==> src/rtl/dff_pkg.sv <==
// dff_pkg: shared width helpers and default reset value for the dff_pipe block.
package dff_pkg;
  localparam logic [63:0] DEFAULT_RESET_VAL = '0;
  function automatic int fill_w(input int depth);
    return $clog2(depth + 1);
  endfunction
  function automatic int tap_w(input int depth);
    return (depth > 1) ? $clog2(depth) : 1;
  endfunction
endpackage

==> src/rtl/dff_stage.sv <==
// dff_stage: one pipeline register with valid bit, async reset, enable and sync flush.
module dff_stage import dff_pkg::*; #(
  parameter int WIDTH = 8,
  parameter logic [WIDTH-1:0] RESET_VAL = DEFAULT_RESET_VAL[WIDTH-1:0]
) (
  input  logic             Clk,
  input  logic             Reset,
  input  logic             En,
  input  logic             Flush,
  input  logic [WIDTH-1:0] D,
  input  logic             D_valid,
  output logic [WIDTH-1:0] Q,
  output logic             Q_valid
);
  always_ff @(posedge Clk or posedge Reset)
    if (Reset) begin
      Q       <= RESET_VAL;
      Q_valid <= 1'b0;
    end else if (Flush) begin
      Q       <= RESET_VAL;
      Q_valid <= 1'b0;
    end else if (En) begin
      Q       <= D;
      Q_valid <= D_valid;
    end
endmodule

==> src/rtl/dff_pipe.sv <==
// dff_pipe: DEPTH-stage enabled shift pipeline with valid tracking, fill count and
// optional stage tap (tap ports exist only when DFF_PIPE_TAP_EN is defined).
module dff_pipe import dff_pkg::*; #(
  parameter int WIDTH = 8,
  parameter int DEPTH = 4,
  parameter logic [WIDTH-1:0] RESET_VAL = DEFAULT_RESET_VAL[WIDTH-1:0]
) (
  input  logic                      Clk,
  input  logic                      Reset,
  input  logic                      En,
  input  logic                      Flush,
  input  logic [WIDTH-1:0]          D,
  input  logic                      D_valid,
  output logic [WIDTH-1:0]          Q,
  output logic [WIDTH-1:0]          Q_bar,
  output logic                      Q_valid,
  output logic [fill_w(DEPTH)-1:0]  Fill,
`ifdef DFF_PIPE_TAP_EN
  input  logic [tap_w(DEPTH)-1:0]   Tap_sel,
  output logic [WIDTH-1:0]          Tap,
`endif
  output logic                      Full
);
  localparam int FW = fill_w(DEPTH);
  localparam int TW = tap_w(DEPTH);
  logic [WIDTH-1:0] stage_d [DEPTH];
  logic             stage_v [DEPTH];
  logic [FW-1:0]    fill_r;
  for (genvar k = 0; k < DEPTH; k++) begin : g_stage
    dff_stage #(.WIDTH(WIDTH), .RESET_VAL(RESET_VAL)) u_stage (
      .Clk     (Clk),
      .Reset   (Reset),
      .En      (En),
      .Flush   (Flush),
      .D       ((k == 0) ? D : stage_d[(k == 0) ? 0 : k-1]),
      .D_valid ((k == 0) ? D_valid : stage_v[(k == 0) ? 0 : k-1]),
      .Q       (stage_d[k]),
      .Q_valid (stage_v[k])
    );
  end
  // Entry and exit on the same edge cancel, so Fill tracks the popcount of valids.
  always_ff @(posedge Clk or posedge Reset)
    if (Reset) fill_r <= '0;
    else if (Flush) fill_r <= '0;
    else if (En) fill_r <= fill_r + FW'(D_valid) - FW'(stage_v[DEPTH-1]);
  assign Q       = stage_d[DEPTH-1];
  assign Q_bar   = ~Q;
  assign Q_valid = stage_v[DEPTH-1];
  assign Fill    = fill_r;
  assign Full    = (fill_r == FW'(DEPTH));
`ifdef DFF_PIPE_TAP_EN
  if (DEPTH == 1) begin : g_tap1
    logic unused_sel;
    assign unused_sel = ^Tap_sel;
    assign Tap = stage_d[0];
  end else begin : g_tapn
    assign Tap = ({1'b0, Tap_sel} < (TW+1)'(DEPTH)) ? stage_d[Tap_sel] : RESET_VAL;
  end
`endif
endmodule

==> config.mk <==
export PLATFORM = sky130hd
export DESIGN_NAME = dff_pipe
export DESIGN_NICKNAME = d
export VERILOG_FILES = /design/src/rtl/dff_pkg.sv /design/src/rtl/dff_stage.sv /design/src/rtl/dff_pipe.sv
export SDC_FILE = /design/constraint.sdc
export NUM_CORES = 1
export LEC_CHECK = 0
export BUFFER_PORTS_ARGS = -buffer_cell sky130_fd_sc_hd__buf_4
export CORE_ASPECT_RATIO = 1.75
export CORE_MARGIN = 2
export CORE_UTILIZATION = 45
export DETAILED_ROUTE_END_ITERATION = 12
export PLACE_DENSITY = 0.72
export SETUP_SLACK_MARGIN = 0.1
export SLEW_MARGIN = 30
export SYNTH_ARGS = -nofsm -noshare
export SYNTH_HDL_FRONTEND = slang
export SYNTH_HIERARCHICAL = 1
export SYNTH_SLANG_ARGS = --single-unit
==> constraint.sdc <==
create_clock -name Clk -period 1.9 [get_ports Clk]
set_input_delay 0.475 -clock Clk [delete_from_list [all_inputs] [get_ports Clk]]
set_output_delay 0.475 -clock Clk [all_outputs]
set_load 0.1 [all_outputs]
==> metrics, run 1 <==
top cells by count, synth dfrtp_1, nor2_1, mux2i_1; GRT Total Usage 0.155; RSZ-0062 raised after global routing true; DRT iter0 DRCs 16; design area around 2200 um2; LEAKAGE 1.09 nW; hpwl dp roughly 2200 um; vias per std cell 4.84; Final Slew Violations 0; Hold Path Class in2async; Residual DRC 0; synth unique cells 14; number of diodes 0; Area Growth Syn to Fin 27.7%; status completed; DR WL/cell 13.3 um; worst path cell trace buf_4 > nor3b_4 > buf_12; grt ovf 0; sequential area share after synthesis 0.574; Hold-fix buffers, CTS 0; met2 WL 1570 um; largest net degree at the start of global routing 42; Reg2Reg Depth 9; Post-synth top flop dfrtp_1; internal power 1.21 mW; Synth area leader dfrtp_1; Skew-Pair Late Insertion Delay approximately 0.28 ns; clock buffer depth 2; Core Region 3630 um2; Clock power frac 0.315; WL met3 approximately 120 um; Max-slew headroom 0.571; first-pass GRT wire length just over 5000 um; Worst setup EP type output pin; Inst Count DP between 200 and 250; Crit Path Class reg2out; Fillers 320; EDFF count, synth 0; final worst-path cycle share 0.966; row cnt 29; Total Die Area about 4300 um2; max-cap viol count 0; sequential share of power 0.530; Post-Syn Area roughly 1700 um2; Comb power frac 0.155; sw frac 0.274; post-synthesis cell count ~150; slowest stage cell, crit path dfrtp_4; Final Hold Fails 0; Initial Util 0.469; # nets final between 150 and 200; synth top area cells dfrtp_1, mux2i_1, nor2_1, inv_1, buf_6; # setup viols final 0; hold_ws between 0.1 and 0.15 ns; CTS Buf Count 5; uppermost layer routed met4; slew at the pin closest to its max-slew limit about 0.64 ns; reg2reg setup slack 0.07 ns; final non-filler cell total between 200 and 250; Syn Nets roughly 160; Synth top area share 0.574; initial antenna violation count 0; Die Wd a little over 50 um; layout cell share with drive strength beyond 1 0.391; Worst setup SP type flip-flop; CTS tree built; Tmin final ~1.8 ns; Ports 34; wl on met1 1300 um; mean post-synth cell area between 10 and 15 um2; worst path bufs/invs 2; crit-path leading delay family flip-flops; Max Freq ~0.54 GHz; htree depth 2; FFs w/ async S/R, synth 1.00; drt first pass iters 4; CTS clock-pin slew for the worst setup and hold paths approximately 0.070 ns; Port Buffer Count 33; RR Endpoint Fill[2]; Post-DP Area around 2000 um2; CTS sink cnt 39; vias in the first global route ~1100; CP Max Fanout 3; switching power roughly 0.46 mW; Syn. warnings 6; Seq cells post-synth 39; clock root cell clkbuf_8; CP required roughly 1.4 ns; CP arrival between 1 and 1.5 ns; via count approximately 1100; clock skew 0.00366 ns; r2r startpoint Fill[0]; final WL a little over 3000 um; Die Y around 85 um; Max stage delay on crit path 0.48 ns; Final ANT Viol Nets 0; Routability Congestion around 0.75; VDD IR max 0.501 mV; Power Density 765 nW/um2
==> final cells by class <==
type / instances / area [um2] / area share
tap: 46 / 57.6 / 0.0265
timing repair buffer: 36 / 283 / 0.130
multi-input combinational: 85 / 657 / 0.302
sequential: 39 / 998 / 0.459
inverter: 16 / 92.6 / 0.0426
clock buffer: 6 / 72.6 / 0.0334
clock inverter: 2 / 12.5 / 0.00576
==> layout by cell type (no fill, tap or decap), drive strengths merged <==
cell type  Yosys  layout
a21oi          1       1
fa             1       1
a31o           1       1
clkinvlp       0       9
buf            8      36
inv           16       8
a211oi         1       1
clkbuf         0       6
nor3b          1       1
xor2           1       1
ha             2       2
nand2b         1       1
nor2          39      39
dfrtp         39      39
mux2i         37      37
clkinv         0       1
==> how the worst max path moves through the flow <==
stage | start | end | slack, ns | depth (start not counted)
floorplan | Fill[1] | Full | -0.12 | 1
global placement | g_stage[3].u_stage/Q_valid | Fill[2] | 0.09 | 8
finish | Fill[0] | Full | 0.06 | 3
CTS | Fill[0] | Fill[2] | 0.02 | 9
global route | Fill[0] | Fill[2] | -0.001 | 9
detailed placement | g_stage[3].u_stage/Q_valid | Fill[2] | 0.02 | 8
==> layer usage <==
metal,global-route usage,up-vias
met3,0.0282,5
met4,0.0885,0
li1,-,541
met5,0,-
met2,0.250,29
met1,0.191,539
==> power by group through the flow <==
stage / clock network [mW] / registers, mW / logic (mW)
6_report: 0.524 / 0.882 / 0.257
5_1_grt: 0.592 / 0.884 / 0.277
4_1_cts: 0.549 / 0.881 / 0.256
3_5_place_dp: 0 / 0.897 / 0.245
3_3_place_gp: 0 / 0.895 / 0.236
2_1_floorplan: 0 / 0.945 / 0.134
==> sequential cells by signal (all words and copies together), names as in the netlist <==
| signal | count |
|---|---|
| g_stage.u_stage/Q | 32 |
| g_stage.u_stage/Q_valid | 4 |
| Fill | 3 |
==> logic make-up (layout without fill, tap and decap cells) <==
kind of cell,count (synthesis),count (layout),synth area share
AO/OA/AOI/OAI,3,3,0.0125
XOR/XNOR,1,1,0.00515
adder cells (fa/ha/maj),3,3,0.0265
buffers and inverters,24,60,0.0706
flip-flops,39,39,0.574
multiplexers,37,37,0.218
AND/OR/NAND/NOR,41,41,0.0941
==> metrics by stage <==
step	setup slack (ns)	utilization	power [mW]	TNS (ns)
2_1_floorplan	-0.124	-	1.08	-0.196
3_3_place_gp	0.0880	0.564	1.13	0
3_5_place_dp	0.0219	0.564	1.14	0
4_1_cts	0.0217	0.596	1.69	0
5_1_grt	-0.00122	0.599	1.75	-0.00122
6_report	0.0645	0.599	1.66	0
==> what timing repair did <==
item	4_1_cts	5_1_grt
setup endpoints to repair	2	2
buffers inserted	1	0
pin swaps	1	2
gates resized for setup	7	2
cloned	0	0
Power figures use the tool's default switching activity.
==> inputs of run 2 (changes only) <==
Settings changed: CORE_UTILIZATION 45 to 48, HOLD_SLACK_MARGIN set to 0.03, PLACE_DENSITY 0.72 to 0.76.
==> run 2 against run 1 <==
Net effect:
- global-route usage increased by 0.71 points
- hold slack got worse by 0.015 ns
- final cell count decreased by 0.43%
- clock power decreased by 0.8%
- sequential power about the same
- flip-flop and latch count unchanged
- largest cell class unchanged
- largest power group unchanged
==> metrics, run 2 (synthesized netlist as in run 1, its figures left out) <==
Residual DRC 0 (unchanged); r2r startpoint Fill[0]; htree depth 2 (unchanged); DR WL/cell 12.3 um (-7.0%); DRT iter0 DRCs 11 (-5); crit-path leading delay family adder cells; final non-filler cell total 229 (-0.43%); slew at the pin closest to its max-slew limit 0.636 ns (-0.00739 ns); status completed; CTS tree built; RSZ-0062 raised after global routing true; CTS sink cnt 39 (unchanged); CP Max Fanout 2 (-1); Die Y 82.8 um (-3.0%); # setup viols final 0 (unchanged); vias per std cell 4.78 (-1.3%); clock root cell clkbuf_8; Post-DP Area 2040 um2 (about the same); max-cap viol count 0 (unchanged); final WL 2830 um (-7.4%); design area 2170 um2 (about the same); Total Die Area 4060 um2 (-5.9%); VDD IR max 0.737 mV (+47%); Skew-Pair Late Insertion Delay 0.28 ns (about the same); final worst-path cycle share 0.977 (+0.0108); Area Growth Syn to Fin 27.6% (about the same); post-layout util 0.639 (+0.0402); area of the multi-input gates 657 um2 (unchanged); Worst setup EP type flip-flop; setup TNS 0 ns (unchanged); largest net degree at the start of global routing 42 (unchanged); CTS Buf Count 5 (unchanged); register area 998 um2 (unchanged); worst path cell trace inv_4 > ha_4 > inv_2 > ha_4 > inv_2 > fa_2 > xor2_2 > a21oi_1 > a31o_1; Die Wd 49.0 um (-2.9%); Hold Path Class in2async; number of diodes 0 (unchanged); grt ovf 0 (unchanged); CP required 2.08 ns (+0.66 ns); most common cell after layout, fill and taps aside nor2_1; Final ANT Viol Nets 0 (unchanged); largest register by flop count g_stage.u_stage/Q; Port Buffer Count 33 (unchanged); Max-slew headroom 0.576 (+0.00493); # nets final 199 (unchanged); setup slack after layout 0.0440 ns (-0.0205 ns); most frequent cells in the layout nor2_1, mux2i_1, buf_4, dfrtp_1, dfrtp_2; Core Region 3400 um2 (-6.3%); Max Freq 0.539 GHz (-1.1%); CTS clock-pin slew for the worst setup and hold paths 0.07 ns (about the same); via count 1095 (-1.7%); Power Density 763 nW/um2 (-0.24%); Final Hold Fails 0 (unchanged); slowest stage cell, crit path dfrtp_4; Initial Util 0.501 (+0.0318); Fillers 282 (-12%); Tmin final 1.86 ns (+0.0205 ns); Inst Count DP 220 (-0.45%); Crit Path Class reg2reg; hold_ws 0.0896 ns (-0.0151 ns); layout cell share with drive strength beyond 1 0.386 (-0.00543); initial antenna violation count 0 (unchanged); LEAKAGE 1.10 nW (+0.26%); clock buffer depth 2 (unchanged); hpwl dp 2020 um (-8.2%); Final Slew Violations 0 (unchanged); GRT Total Usage 0.162 (+0.00709); vias in the first global route 1091 (-1.9%); total power 1.66 mW (-0.29%); first-pass GRT wire length 4960 um (-2.3%); Routability Congestion 0.731 (-1.8%); worst path bufs/invs 3 (+1); Critical path origin Fill[0]; drt first pass iters 4 (unchanged); Max stage delay on crit path 0.49 ns (about the same); number of flip-flops in the largest register 32 (unchanged); Worst setup SP type flip-flop; Ports 34 (unchanged); clock skew 0.00431 ns (+0.000650 ns); DP Worst Slack 0.0222 ns (+0.000237 ns); Hold-fix buffers, CTS 0 (unchanged); row cnt 28 (-3.4%); CP arrival 2.03 ns (+0.67 ns)
[run 2: cell types whose count changed in the layout (fill, tap and decap cells not counted), sizes merged]
cell and change:
clkinvlp -1, clkbuf +1
[run 2: layout make-up]
class	instances	share of cell area
clock buffer	7	0.0351
clock inverter	1	0.00230
inverter	16	0.0426
multi-input combinational	85	0.302
sequential	39	0.460
tap	45	0.0259
timing repair buffer	36	0.132
[run 2: worst paths after layout]
kind	end	slack, ns	depth (start not counted)
worst max-delay path	Fill[2]	0.04	9
worst min-delay path	Fill[2]	0.09	2
worst max register to register	Fill[2]	0.04	9
worst min register to register	g_stage[0].u_stage/Q[2]	0.52	2
max in group asynchronous	g_stage[1].u_stage/Q[4]	1.45	2
min in group Clk	g_stage[0].u_stage/Q[2]	0.43	3
[run 2: repair_timing]
action / CTS / global route
setup buffers: 1 / 0
pin swaps: 1 / 2
endpoints found under the hold margin: 0 / 0
endpoints found under the setup margin: 2 / 2
gates resized for setup: 5 / 5
[run 2: routing by layer]
layer	vias up	routed length, um	GRT usage
met1	524	1190	0.199
met4	0	64	0.0771
li1	541	-	-
met5	-	0	0
met2	24	1480	0.273
met3	6	92	0.0342
[run 2: power breakdown]
group          internal, mW  switching, mW  total [mW]
clock network         0.257          0.263       0.520
logic                0.0920          0.164       0.256
registers             0.860         0.0221       0.882
total                  1.21          0.449        1.66
